===== config.mk =====
export PLATFORM = sky130hd
export DESIGN_NAME = input_conditioner
export DESIGN_NICKNAME = d
export VERILOG_FILES = /design/src/rtl/input_conditioner.sv
export SDC_FILE = /design/constraint.sdc
export NUM_CORES = 1
export LEC_CHECK = 0
export CAP_MARGIN = 20
export CORE_UTILIZATION = 50
export DETAILED_ROUTE_END_ITERATION = 16
export MAX_ROUTING_LAYER = met4
export PLACE_DENSITY = 0.77
export REMOVE_ABC_BUFFERS = 1
export SYNTH_ARGS = -nofsm -noshare
export SYNTH_HDL_FRONTEND = slang
export SYNTH_SLANG_ARGS = --single-unit

===== constraint.sdc =====
create_clock -name clk -period 1.6 [get_ports clk]
set_clock_uncertainty 0.1 [all_clocks]
set_input_delay 0.32 -clock clk [delete_from_list [all_inputs] [get_ports clk]]
set_output_delay 0.32 -clock clk [all_outputs]
set_load 0.01 [all_outputs]

===== src/rtl/input_conditioner.sv =====
// Button/switch front end: per-channel 2-flop synchronizer and counter debounce,
// rising-edge pulses for stc/run, and an auto-repeating pulse generator for inc.
module input_conditioner #(
  parameter int DB_CYCLES  = 16,
  parameter int REP_DELAY  = 64,
  parameter int REP_PERIOD = 16
) (
  input  logic clk,
  input  logic rst_n,
  input  logic stc_raw,
  input  logic inc_raw,
  input  logic run_raw,
  input  logic sw_raw,
  output logic stc,
  output logic inc,
  output logic run,
  output logic sw
);

  localparam int DW   = $clog2(DB_CYCLES);
  localparam int RMAX = (REP_DELAY > REP_PERIOD) ? REP_DELAY : REP_PERIOD;
  localparam int RW   = $clog2(RMAX);
  localparam logic [DW-1:0] DB_LAST     = DW'(DB_CYCLES - 1);
  localparam logic [RW-1:0] DELAY_LAST  = RW'(REP_DELAY - 1);
  localparam logic [RW-1:0] PERIOD_LAST = RW'(REP_PERIOD - 1);

  // Channel order in all 4-bit vectors: [0]=stc, [1]=inc, [2]=run, [3]=sw.
  logic [3:0]    raw_s;
  logic [3:0]    sync1_r;
  logic [3:0]    sync2_r;
  logic [3:0]    stable_r;
  logic [2:0]    prev_r;
  logic [DW-1:0] db_cnt_r [4];

  typedef enum logic [1:0] {
    IDLE   = 2'd0,
    HOLD   = 2'd1,
    REPEAT = 2'd2
  } state_t;

  state_t        state_r;
  state_t        state_s;
  logic [RW-1:0] rep_cnt_r;
  logic [RW-1:0] rep_cnt_s;
  logic          inc_s;
  logic          inc_rise_s;

  assign raw_s = {sw_raw, run_raw, inc_raw, stc_raw};

  always_ff @(posedge clk) begin
    if (!rst_n) begin
      sync1_r <= 4'b0000;
      sync2_r <= 4'b0000;
    end else begin
      sync1_r <= raw_s;
      sync2_r <= sync1_r;
    end
  end

  // The counter tops out at DB_LAST and then flips stable, so it never wraps.
  always_ff @(posedge clk) begin
    if (!rst_n) begin
      stable_r <= 4'b0000;
      for (int i = 0; i < 4; i++) begin
        db_cnt_r[i] <= {DW{1'b0}};
      end
    end else begin
      for (int i = 0; i < 4; i++) begin
        if (sync2_r[i] == stable_r[i]) begin
          db_cnt_r[i] <= {DW{1'b0}};
        end else if (db_cnt_r[i] == DB_LAST) begin
          stable_r[i] <= ~stable_r[i];
          db_cnt_r[i] <= {DW{1'b0}};
        end else begin
          db_cnt_r[i] <= db_cnt_r[i] + DW'(1);
        end
      end
    end
  end

  always_ff @(posedge clk) begin
    if (!rst_n) begin
      prev_r <= 3'b000;
      stc    <= 1'b0;
      run    <= 1'b0;
    end else begin
      prev_r <= stable_r[2:0];
      stc    <= stable_r[0] & ~prev_r[0];
      run    <= stable_r[2] & ~prev_r[2];
    end
  end

  assign sw         = stable_r[3];
  assign inc_rise_s = stable_r[1] & ~prev_r[1];

  always_ff @(posedge clk) begin
    if (!rst_n) begin
      state_r   <= IDLE;
      rep_cnt_r <= {RW{1'b0}};
      inc       <= 1'b0;
    end else begin
      state_r   <= state_s;
      rep_cnt_r <= rep_cnt_s;
      inc       <= inc_s;
    end
  end

  always_comb begin
    state_s = state_r;
    case (state_r)
      IDLE: begin
        if (inc_rise_s) state_s = HOLD;
        else            state_s = IDLE;
      end
      HOLD: begin
        if (!stable_r[1])                 state_s = IDLE;
        else if (rep_cnt_r == DELAY_LAST) state_s = REPEAT;
        else                              state_s = HOLD;
      end
      REPEAT: begin
        if (!stable_r[1]) state_s = IDLE;
        else              state_s = REPEAT;
      end
      default: state_s = IDLE;
    endcase
  end

  // Release is checked before the terminal count so a coincident pulse is dropped.
  always_comb begin
    inc_s     = 1'b0;
    rep_cnt_s = rep_cnt_r;
    case (state_r)
      IDLE: begin
        rep_cnt_s = {RW{1'b0}};
        inc_s     = inc_rise_s;
      end
      HOLD: begin
        if (!stable_r[1]) begin
          rep_cnt_s = {RW{1'b0}};
        end else if (rep_cnt_r == DELAY_LAST) begin
          inc_s     = 1'b1;
          rep_cnt_s = {RW{1'b0}};
        end else begin
          rep_cnt_s = rep_cnt_r + RW'(1);
        end
      end
      REPEAT: begin
        if (!stable_r[1]) begin
          rep_cnt_s = {RW{1'b0}};
        end else if (rep_cnt_r == PERIOD_LAST) begin
          inc_s     = 1'b1;
          rep_cnt_s = {RW{1'b0}};
        end else begin
          rep_cnt_s = rep_cnt_r + RW'(1);
        end
      end
      default: begin
        inc_s     = 1'b0;
        rep_cnt_s = {RW{1'b0}};
      end
    endcase
  end

endmodule


Yosys cells after proc, flatten, opt, wreduce, memory -nomap -nowiden
Memories as Yosys holds them, arrays and structs flattened.
Cells that the tools add are included.
W data, S select, Z words.
{"block": "totals", "register_bits": 26, "mem_bits_rw": 16, "inputBits": 6, "output_inout_bits": 4, "word_cells": 133, "memories": 1}
{"block": "classes", "n_addsub": 5, "n_eq_ne": 12, "n_mux": 72, "bitwise_logic": 26, "n_reduce_logical": 5}
{"name": "db_cnt_r", "depth": 4, "width": 4, "read_ports": 4, "rd_clocked_by_memory_dff": 0, "wr": 4, "line_no": "33", "rtl": "logic [DW-1:0] db_cnt_r [4];"}
{"operator": "$mux W1", "count": 50}
{"operator": "$mux W4", "count": 12}
{"operator": "$mux W6", "count": 4}
{"operator": "$add A4 B1 Y4 const B", "count": 4}
{"operator": "$eq A4 B4 Y1 const B", "count": 4}
{"operator": "$or A1 B1 Y1", "count": 12}
{"operator": "$pmux W6 S2", "count": 1}
{"operator": "$not A1 Y1", "count": 11}
{"operator": "$reduce_and A2 Y1", "count": 4}
{"operator": "$add A6 B1 Y6 const B", "count": 1}
{"operator": "$eq A6 B4 Y1 const B", "count": 1}
{"operator": "$eq A6 B6 Y1 const B", "count": 1}
{"operator": "$mux W2", "count": 3}
{"operator": "$pmux W2 S3", "count": 1}
{"operator": "$eq A1 B1 Y1", "count": 4}
{"operator": "$and A1 B1 Y1", "count": 3}
{"operator": "$pmux W1 S3", "count": 1}
{"operator": "$eq A2 B1 Y1 const B", "count": 1}
{"operator": "$eq A2 B2 Y1 const B", "count": 1}
{"operator": "$logic_not A2 Y1", "count": 1}

Longest topological paths before layout
Gate-level depths: netlist (run 1).
An unclocked memory read counts as a cell.
{"block": "logic_depth", "word_depth": 8, "mapped_depth": 5, "depth_no_buf": 5}

Worst setup path before layout (run 1)
Ideal clock, no wire load.
{"block": "synth_path", "kind": "register to register", "startpoint": "register rep_cnt_r[0]", "endpoint": "register rep_cnt_r[3]", "arrival_ns": 1.153, "required_time_ns": 1.357, "path_slack_ns": 0.204, "path_stages_with_launch": 5, "synth_period_minus_slack_ns": 1.396, "cell_sequence": "dfxtp_1 > ha_1 > nand3_1 > o31ai_1 > a211oi_1"}
{"block": "synth_between", "elab_chain_cells": 4, "elab_cells_between_ends": 8, "cone_classes": "1 x add/sub; 2 x eq/ne; 5 x mux"}
{"item": "start: declaration", "line_no": "43", "rtl": "logic [RW-1:0] rep_cnt_r;"}
{"item": "start signal: assignment", "line_no": "99", "rtl": "rep_cnt_r <= {RW{1'b0}};"}
{"item": "start signal: assignment", "line_no": "103", "rtl": "rep_cnt_r <= rep_cnt_s;"}
{"item": "$add A6 B1 Y6, or another cell as far along", "line_no": "144, 154"}
{"item": "$mux W6, on equally long branches", "line_no": "150, 140"}
{"item": "$mux W6, on equally long branches", "line_no": "148, 138"}
{"item": "$pmux W6 S2 *", "line_no": "132", "rtl": "case (state_r)"}
Mark *: on every way between the ends. The rest lies on a longest branch, timed or not.
A chain may end at the register's enable or synchronous reset.

Worst setup path in the final report (run 1)
{"block": "layout_path", "startpoint": "register rep_cnt_r[1]", "endpoint": "register rep_cnt_r[3]"}
The elaborated chain is that of the path after synthesis.

==> run metrics, run 1 <==
synthesis-to-finish area growth=18.3%; largest net degree at the start of global routing=15; Final Util=61.8%; Arr. time, crit path=1.59 ns; number of flops mapped to enable cells by yosys=16; largest family of logic cells by synthesized area=simple AND/OR/NAND/NOR gates; Final #Nets=205; leading cell type in the layout, fill and taps excluded=dfxtp_1; Die Ht=61.0 um; DP HPWL=1.86 mm; io pins=10; Starting Density=52.2%; Synth Area in XOR/XNOR=7.04%; Synth warnings=0; Peak VDD IR=0.453 mV; max-slew violations=0; Worst Setup End Kind=flip-flop; wire per inst=10.9 um; crit-path leading delay family=flip-flops; CP Class=reg -> reg; Pre-antenna DRT Iters=4; remaining antenna violation count after routing=0; core area=0.00334 mm2; via count=1120; Cell Area, Synth=0.00174 mm2; CP Data Required Time=1.74 ns; Synth Area in Compound Gates=4.96%; Mapped Avg Cell Area=11.2 um2; Post-Synth Adder-Cell Area=6.47%; CTS sink count=42; TritonCTS buffer count=5; top_reg_cell synth=dfxtp_1; Seq/Total Area, Yosys=57.5%; dpl cells=229; min setup slack post-route=0.153 ns; Hold Crit Class=reg -> reg; total track usage=17.2%; GPL Wtd Cong=0.780; TritonCTS clock tree=done; maximum clock rate=691 MHz; synth unique cells=29; post-cts sizing count=5; ratio of cells with drive above 1 in the final layout=10.5%; start of the worst register-to-register path=rep_cnt_r[1]$_SDFF_PN0_; reg2reg path depth=5; outcome=complete, no violations; Rows=21; Setup TNS=0 ns; Post-CTS Hold Fix Bufs=0; CP bufs+invs=1; Die ar.=0.00372 mm2; Min-Delay Endpoint=run$_SDFF_PN0_; LEAKAGE=0.910 nW; die width=61.0 um; routed wire length=2.58 mm; HP Start=prev_r[2]$_SDFF_PN0_; Root Driver=clkbuf_4; crit start category=flip-flop; Antenna Cells=0; Synth Instances=155; clk buf depth=2; most frequent cells in the layout=25 x dfxtp_1, 16 x edfxtp_1, 16 x conb_1; Tcrit/Tclk final=90.4%; fin cells=237; CP max FO=4; hold depth=1; H-Tree Depth=2; r2r setup slk=0.15 ns; initial antenna violation count=0; mux cell area share after synthesis=2.30%; Port Buf Inserts=9; Setup WS pre-CTS=0.0434 ns; Post-Synth Simple-Gate Area=19.8%; setup violators final=0; Hold Slack=0.290 ns; vias per cell=4.73; Min Clock Period, post-route=1.45 ns; first-pass GRT wire length=4.43 mm; Fill cells=284; worst skew pair latency=0.35 ns; Slowest-stage cell, CP=dfxtp_1; Final Hold Fails=0; Pwr Density=924 mW/mm2; grt total ovfl=0; ys async rst share=0%; RSZ-0062 raised after global routing=no; Crit path largest cell delay=0.40 ns; ordered cell list for the critical path=ha_1 > nand3_1 > o31ai_1 > buf_4 > a211oi_1; first-iteration detailed-routing DRC count=41; MaxCap Viol Count=0; vias in the first global route=1075; Setup Fix Bufs, Post-CTS=0; worst r2r dst=rep_cnt_r[3]$_SDFF_PN0_; drt drc=0; clk slew on worst S/H paths=0.13 ns; FF+latch count, synth=42
## metal layers
layer  up-vias  part of all wire, %  global-route usage (%)
met1       512                   48                    20.3
met2        16                   46                    26.6
met4         0                  2.2                    7.79
met3         6                  4.1                    5.67
li1        586                    -                       -
met5         -                    0                       -
## final cells by class
type	instances	area [um2]	share of cell area, %
flip-flops and latches	42	1000	48.6
multi-input cells	120	767	37.2
repair buffers	15	130	6.31
well taps	46	57.6	2.79
clock inverters	3	43.8	2.13
clock buffers	5	37.5	1.82
inverters	6	22.5	1.09
## worst max-delay path by stage
stage	start	end	cells past startpoint
global route	rep_cnt_r[1]$_SDFF_PN0_	rep_cnt_r[3]$_SDFF_PN0_	5
floorplan	rep_cnt_r[0]$_SDFF_PN0_	rep_cnt_r[3]$_SDFF_PN0_	4
finish	rep_cnt_r[1]$_SDFF_PN0_	rep_cnt_r[3]$_SDFF_PN0_	5
detailed placement	rst_n	db_cnt_r[2][0]$_SDFFCE_PN0P_	4
global placement	rst_n	rep_cnt_r[3]$_SDFF_PN0_	4
CTS	rep_cnt_r[1]$_SDFF_PN0_	rep_cnt_r[3]$_SDFF_PN0_	5
## registers in the layout, indices dropped and copies added (netlist names)
name,flops
run,1
sync1_r,4
db_cnt_r,16
stc,1
state_r,2
rep_cnt_r,6
inc,1
stable_r,4
sync2_r,4
prev_r,3
## Yosys cell counts (5+ instances only)
| cell | count | area share, % |
|---|---|---|
| inv_1 | 6 | 1.3 |
| xor2_1 | 13 | 6.5 |
| and2_1 | 10 | 3.6 |
| dfxtp_1 | 26 | 30 |
| ha_1 | 9 | 6.5 |
| edfxtp_1 | 16 | 28 |
| nor2b_1 | 6 | 2.2 |
| nor2_1 | 15 | 3.2 |
| and3_1 | 6 | 2.2 |
| nand3_1 | 14 | 4.0 |
| a21oi_1 | 5 | 1.4 |
## cells by family (layout without fill, tap and decap cells)
| group | count (synthesis) | in the layout |
|---|---|---|
| AO/OA/AOI/OAI | 13 | 13 |
| multiplexers | 4 | 4 |
| buffers and inverters | 8 | 29 |
| AND/OR/NAND/NOR | 64 | 64 |
| flip-flops | 42 | 42 |
| adder cells (fa/ha/maj) | 9 | 9 |
| XOR/XNOR | 14 | 14 |
| other | 1 | 16 |
## per-stage QoR
step,power (mW),instance area (um2)
4_1_cts,1.92,2060
3_5_place_dp,1.25,1980
2_1_floorplan,1.21,1790
6_report,1.90,2060
3_3_place_gp,1.24,1980
5_1_grt,1.99,2060
## power breakdown
part	switching, mW	internal (mW)
Sequential	0.0170	1.14
Combinational	0.0336	0.0354
Clock	0.349	0.332
Total	0.400	1.50
Power figures use the tool's default switching activity.
==> run 2: changes to the inputs <==
==> constraint.sdc (replaced) <==
create_clock -name clk -period 1.7 [get_ports clk]
set_clock_uncertainty 0.1 [all_clocks]
set_input_delay 0.34 -clock clk [delete_from_list [all_inputs] [get_ports clk]]
set_output_delay 0.34 -clock clk [all_outputs]
set_load 0.01 [all_outputs]
==> run 2 against run 1 <==
Effect of this change:
- clock power decreased by 33%
- non-clock buffer count fell by 3
- via count up 3.8%
- critical path depth decreased by 1
- maximum frequency down 4.4%
- final area fell by 1.9%
- count of clock-buffer cells in the layout up 1
- first-iteration DRC count up 4.9%
- global-route usage up 1.6 points
- worst setup slack better by 0.034 ns
- hold slack worse by 0.0034 ns
- largest power group unchanged
==> run metrics, run 2 (synthesis results as in run 1) <==
Tot Pwr=1.61 mW (-16%); clk buf depth=2 (unchanged); first-iteration detailed-routing DRC count=43 (+4.9%); Area after DPL=0.00196 mm2 (-1.1%); DP HPWL=2.08 mm (+12%); dpl cells=226 (-1.3%); CP bufs+invs=0 (-1); Arr. time, crit path=1.63 ns (+0.04 ns); Hold Crit Class=reg -> reg; H-Tree Depth=2 (unchanged); die width=61.0 um (unchanged); fin cells=234 (-1.3%); global routing usage on met3=7.14% (+1.5 points); ordered cell list for the critical path=ha_1 > nand3_1 > o31ai_2 > a211oi_1; Rows=21 (unchanged); Final Util=60.6% (-1.2 points); leading cell type in the layout, fill and taps excluded=dfxtp_1; maximum clock rate=661 MHz (-4.4%); Hold Slack=0.286 ns (-0.00341 ns); Port Buf Inserts=9 (unchanged); busiest grt layer=met2; vias per cell=4.97 (+5.1%); drt drc=0 (unchanged); min setup slack post-route=0.187 ns (+0.0341 ns); Die ar.=0.00372 mm2 (unchanged); MaxCap Viol Count=0 (unchanged); via count=1162 (+3.8%); outcome=complete, no violations; routed wire length=2.77 mm (+7.2%); Crit path largest cell delay=0.41 ns (about the same); setup violators final=0 (unchanged); remaining antenna violation count after routing=0 (unchanged); GPL Wtd Cong=0.761 (-2.4%); Antenna Cells=0 (unchanged); Worst Setup End Kind=flip-flop; TritonCTS buffer count=5 (unchanged); CP max FO=4 (unchanged); max-slew violations=0 (unchanged); wire per inst=11.8 um (+8.6%); met1 usage=20.3% (+0.030 points); Setup Fix Bufs, Post-CTS=0 (unchanged); Largest register FFs=16 (unchanged); CTS sink count=42 (unchanged); core area=0.00334 mm2 (unchanged); Min Clock Period, post-route=1.51 ns (+0.0659 ns); Pre-antenna DRT Iters=4 (unchanged); worst skew pair latency=0.35 ns (about the same); Post-CTS Hold Fix Bufs=0 (unchanged); Setup TNS=0 ns (unchanged); Biggest register=db_cnt_r; Final #Nets=202 (-1.5%); TritonCTS clock tree=done; Peak VDD IR=0.407 mV (-10%); Tcrit/Tclk final=89.0% (-1.4 points); Setup WS pre-CTS=0.0381 ns (-0.00534 ns); grt total ovfl=0 (unchanged); most frequent cells in the layout=26 x dfxtp_1, 16 x edfxtp_1, 16 x conb_1; Root Driver=clkbuf_4; Starting Density=52.2% (unchanged); crit start category=flip-flop; synthesis-to-finish area growth=16.1%; ratio of cells with drive above 1 in the final layout=7.98% (-2.5 points); largest net degree at the start of global routing=15 (unchanged); crit-path leading delay family=compound AO/OA/AOI/OAI gates; clk slew on worst S/H paths=0.12 ns (about the same); M2 GR Usage=30.1% (+3.6 points); Final Hold Fails=0 (unchanged); Pwr Density=795 mW/mm2 (-14%); total track usage=18.7% (+1.6 points); Fill cells=286 (+0.70%); first-pass GRT wire length=4.80 mm (+8.4%); CP Data Required Time=1.82 ns (+0.08 ns); top flop regs=db_cnt_r (16), rep_cnt_r (6); io pins=10 (unchanged); initial antenna violation count=0 (unchanged); vias in the first global route=1150 (+7.0%); fin area=0.00202 mm2 (-1.9%); Slowest-stage cell, CP=dfxtp_1; Die Ht=61.0 um (unchanged); LEAKAGE=0.921 nW (+1.2%); RSZ-0062 raised after global routing=no; CP Class=reg -> reg
[run 2: worst paths after layout]
kind                                              start                 endpoint  slack, ns  cells past startpoint
worst max register to register  rep_cnt_r[0]$_SDFF_PN0_  rep_cnt_r[3]$_SDFF_PN0_       0.19                      4
worst max-delay path            rep_cnt_r[0]$_SDFF_PN0_  rep_cnt_r[3]$_SDFF_PN0_       0.19                      4
worst min register to register     prev_r[0]$_SDFF_PN0_           stc$_SDFF_PN0_       0.29                      1
worst min-delay path               prev_r[0]$_SDFF_PN0_           stc$_SDFF_PN0_       0.29                      1
[run 2: area by class of cell]
cell class                 instances  area [um2]  area share [%]
multi-input combinational        120         772            38.2
timing repair buffer              12         119            5.88
clock buffer                       6        41.3            2.04
inverter                           6        22.5            1.11
tap                               46        57.6            2.85
sequential                        42        1000            49.5
clock inverter                     2        8.76           0.433
[run 2: report_power, final]
part	internal, mW	switching, mW
registers	1.07	0.0165
logic	0.0332	0.0328
clock network	0.156	0.300
[run 2: worst register-to-register path, stage by stage, from the launching register on]
cell      delay [ns]
dfxtp_1         0.41
ha_1            0.23
nand3_1         0.16
o31ai_2         0.33
a211oi_1        0.16
[run 2: timing repair]
item,in CTS,in global routing
endpoints found under the hold margin,0,0
gates resized for setup,1,4
endpoints found under the setup margin,1,5
[run 2: layer usage]
layer	wire length, um	part of all wire [%]
met2	1380	50
met1	1200	43
met4	60	2.2
met5	0	0
met3	134	4.8
==> run 3: changes to the inputs <==
--- a/config.mk
+++ b/config.mk
@@ -6,11 +6,13 @@
 export NUM_CORES = 1
 export LEC_CHECK = 0
 export CAP_MARGIN = 20
+export CORE_MARGIN = 3
 export CORE_UTILIZATION = 50
 export DETAILED_ROUTE_END_ITERATION = 16
 export MAX_ROUTING_LAYER = met4
 export PLACE_DENSITY = 0.77
 export REMOVE_ABC_BUFFERS = 1
+export SKIP_CTS_REPAIR_TIMING = 1
 export SYNTH_ARGS = -nofsm -noshare
 export SYNTH_HDL_FRONTEND = slang
 export SYNTH_SLANG_ARGS = --single-unit
==> run 3 against run 2 <==
Effect of this change:
- sequential share of layout area fell by 0.55 points
- die area up 14%
- hold slack improved by 0.0048 ns
- non-clock buffer count unchanged
- clock power is 34% higher
- flip-flop and latch count unchanged
- highest routed layer unchanged
- largest power group unchanged
- total power rose by 9.4%
- sequential power barely moved
- register-to-register slack gained 0.03 ns
- routed wire length fell by 7.3%
==> run metrics, run 3 (synthesis results as in run 1) <==
outcome=complete, no violations; start of the worst register-to-register path=rep_cnt_r[1]$_SDFF_PN0_; worst r2r dst=rep_cnt_r[3]$_SDFF_PN0_; DP HPWL=1.94 mm (-6.4%); CP Data Required Time=1.26 ns (-0.56 ns); clk slew on worst S/H paths=0.12 ns (about the same); reg2reg path depth=5 (+1); Die ar.=0.00423 mm2 (+14%); clk buf depth=2 (unchanged); hold depth=1 (unchanged); Pwr Density=860 mW/mm2 (+8.2%); initial antenna violation count=0 (unchanged); io pins=10 (unchanged); maximum clock rate=612 MHz (-7.4%); setup violators final=0 (unchanged); Antenna Cells=0 (unchanged); grt total ovfl=0 (unchanged); largest net degree at the start of global routing=19 (+4); Seq pwr share=61.7% (-5.9 points); RSZ-0062 raised after global routing=no; crit-path leading delay family=buffers and inverters; wire per inst=11.1 um (-6.5%); Arr. time, crit path=1.19 ns (-0.44 ns); CP Class=reg -> out; ordered cell list for the critical path=clkdlybuf4s50_1; Psw=347 uW (-0.53%); Area after DPL=0.00196 mm2 (-0.13%); MaxCap Viol Count=0 (unchanged); switching part of the total=19.7% (-2.0 points); max-slew violations=0 (unchanged); Clock power frac=34.7% (+6.4 points); CP startpoint=stc$_SDFF_PN0_; Port Buf Inserts=9 (unchanged); Tcrit/Tclk final=96.1% (+7.2 points); worst skew pair latency=0.34 ns (about the same); CTS sink count=42 (unchanged); CP Depth=1 (-3); Biggest register=db_cnt_r; Largest register FFs=16 (unchanged); r2r setup slk=0.22 ns (+0.03 ns); remaining antenna violation count after routing=0 (unchanged); Worst Setup End Kind=output pin; drt drc=0 (unchanged); synthesis-to-finish area growth=17.4%; internal power=1.41 mW (+12%); Rows=20 (-4.8%); leading cell type in the layout, fill and taps excluded=dfxtp_1; die width=65.0 um (+6.6%); Final #Nets=202 (unchanged); Slowest-stage cell, CP=clkdlybuf4s50_1; crit start category=flip-flop; vias per cell=4.76 (-4.2%); first-iteration detailed-routing DRC count=55 (+28%); Pre-antenna DRT Iters=4 (unchanged); LEAKAGE=0.888 nW (-3.6%); total track usage=14.7% (-4.0 points); TritonCTS clock tree=done; CP bufs+invs=1 (+1); core area=0.00318 mm2 (-4.8%); Starting Density=54.8% (+2.6 points); Final Hold Fails=0 (unchanged); logic gate share of total power=3.6% (-0.5 points); most frequent cells in the layout=26 x dfxtp_1, 16 x edfxtp_1, 16 x conb_1; CP max FO=1 (-3); TritonCTS buffer count=5 (unchanged); GPL Wtd Cong=0.778 (+2.2%); first-pass GRT wire length=4.57 mm (-4.9%); routed wire length=2.57 mm (-7.3%); top flop regs=db_cnt_r (16), rep_cnt_r (6); CP Capture Point=stc; vias in the first global route=1137 (-1.1%); Die Ht=65.0 um (+6.6%); ratio of cells with drive above 1 in the final layout=8.51% (+0.53 points); fin area=0.00204 mm2 (+1.1%); Min Clock Period, post-route=1.63 ns (+0.122 ns); Peak VDD IR=0.516 mV (+27%); Setup TNS=0 ns (unchanged); Root Driver=clkbuf_4; Crit path largest cell delay=0.52 ns (+0.11 ns); Hold Crit Class=reg -> reg; H-Tree Depth=2 (unchanged); via count=1104 (-5.0%)
-- run 3: changes by cell type in the layout (fill, tap and decap cells not counted), sizes merged --
cell and delta:
clkdlybuf4s50 +3, bufinv +1, dlygate4sd2 -1, clkinv -2
clkinvlp +1, dlymetal6s2s -2
-- run 3: final cells by class --
cell class / count / area [um2]
Multi-Input combinational cell: 120 / 772
Clock inverter: 2 / 37.5
Fill cell: 267 / 1130
Timing Repair Buffer: 12 / 115
Inverter: 6 / 22.5
Clock buffer: 6 / 41.3
Sequential cell: 42 / 1000
Tap cell: 44 / 55.1
-- run 3: layer usage --
metal  global-route usage (%)  part of all wire [%]  up-vias
li1                         -                     -      576
met1                     15.5                    44      512
met2                     24.5                    51       14
met3                     4.85                   3.8        2
met4                     7.77                   1.1        0
met5                        -                     0        -
-- run 3: worst min-delay path by stage --
stage	from	endpoint
floorplan	prev_r[2]$_SDFF_PN0_	run$_SDFF_PN0_
global placement	prev_r[2]$_SDFF_PN0_	run$_SDFF_PN0_
detailed placement	prev_r[2]$_SDFF_PN0_	run$_SDFF_PN0_
CTS	prev_r[2]$_SDFF_PN0_	run$_SDFF_PN0_
global route	prev_r[0]$_SDFF_PN0_	stc$_SDFF_PN0_
finish	prev_r[2]$_SDFF_PN0_	run$_SDFF_PN0_
-- run 3: per-stage QoR --
step	worst slack [ns]	instances	hold slack [ns]	util, %	total power [mW]
finish	0.0656	232	0.291	64.3	1.76
global route	0.00204	232	0.322	64.3	1.85
CTS	-0.0366	232	0.293	64.1	1.79
detailed placement	0.0372	224	0.276	61.6	1.17
global placement	0.128	224	0.274	61.6	1.17
floorplan	0.304	168	0.267	-	1.14
-- run 3: power by group through the flow --
stage,Clock (mW),Combinational [mW],Sequential [mW]
floorplan,0,0.0374,1.10
global placement,0,0.0599,1.11
detailed placement,0,0.0624,1.11
CTS,0.638,0.0628,1.09
global route,0.685,0.0734,1.09
finish,0.611,0.0627,1.09
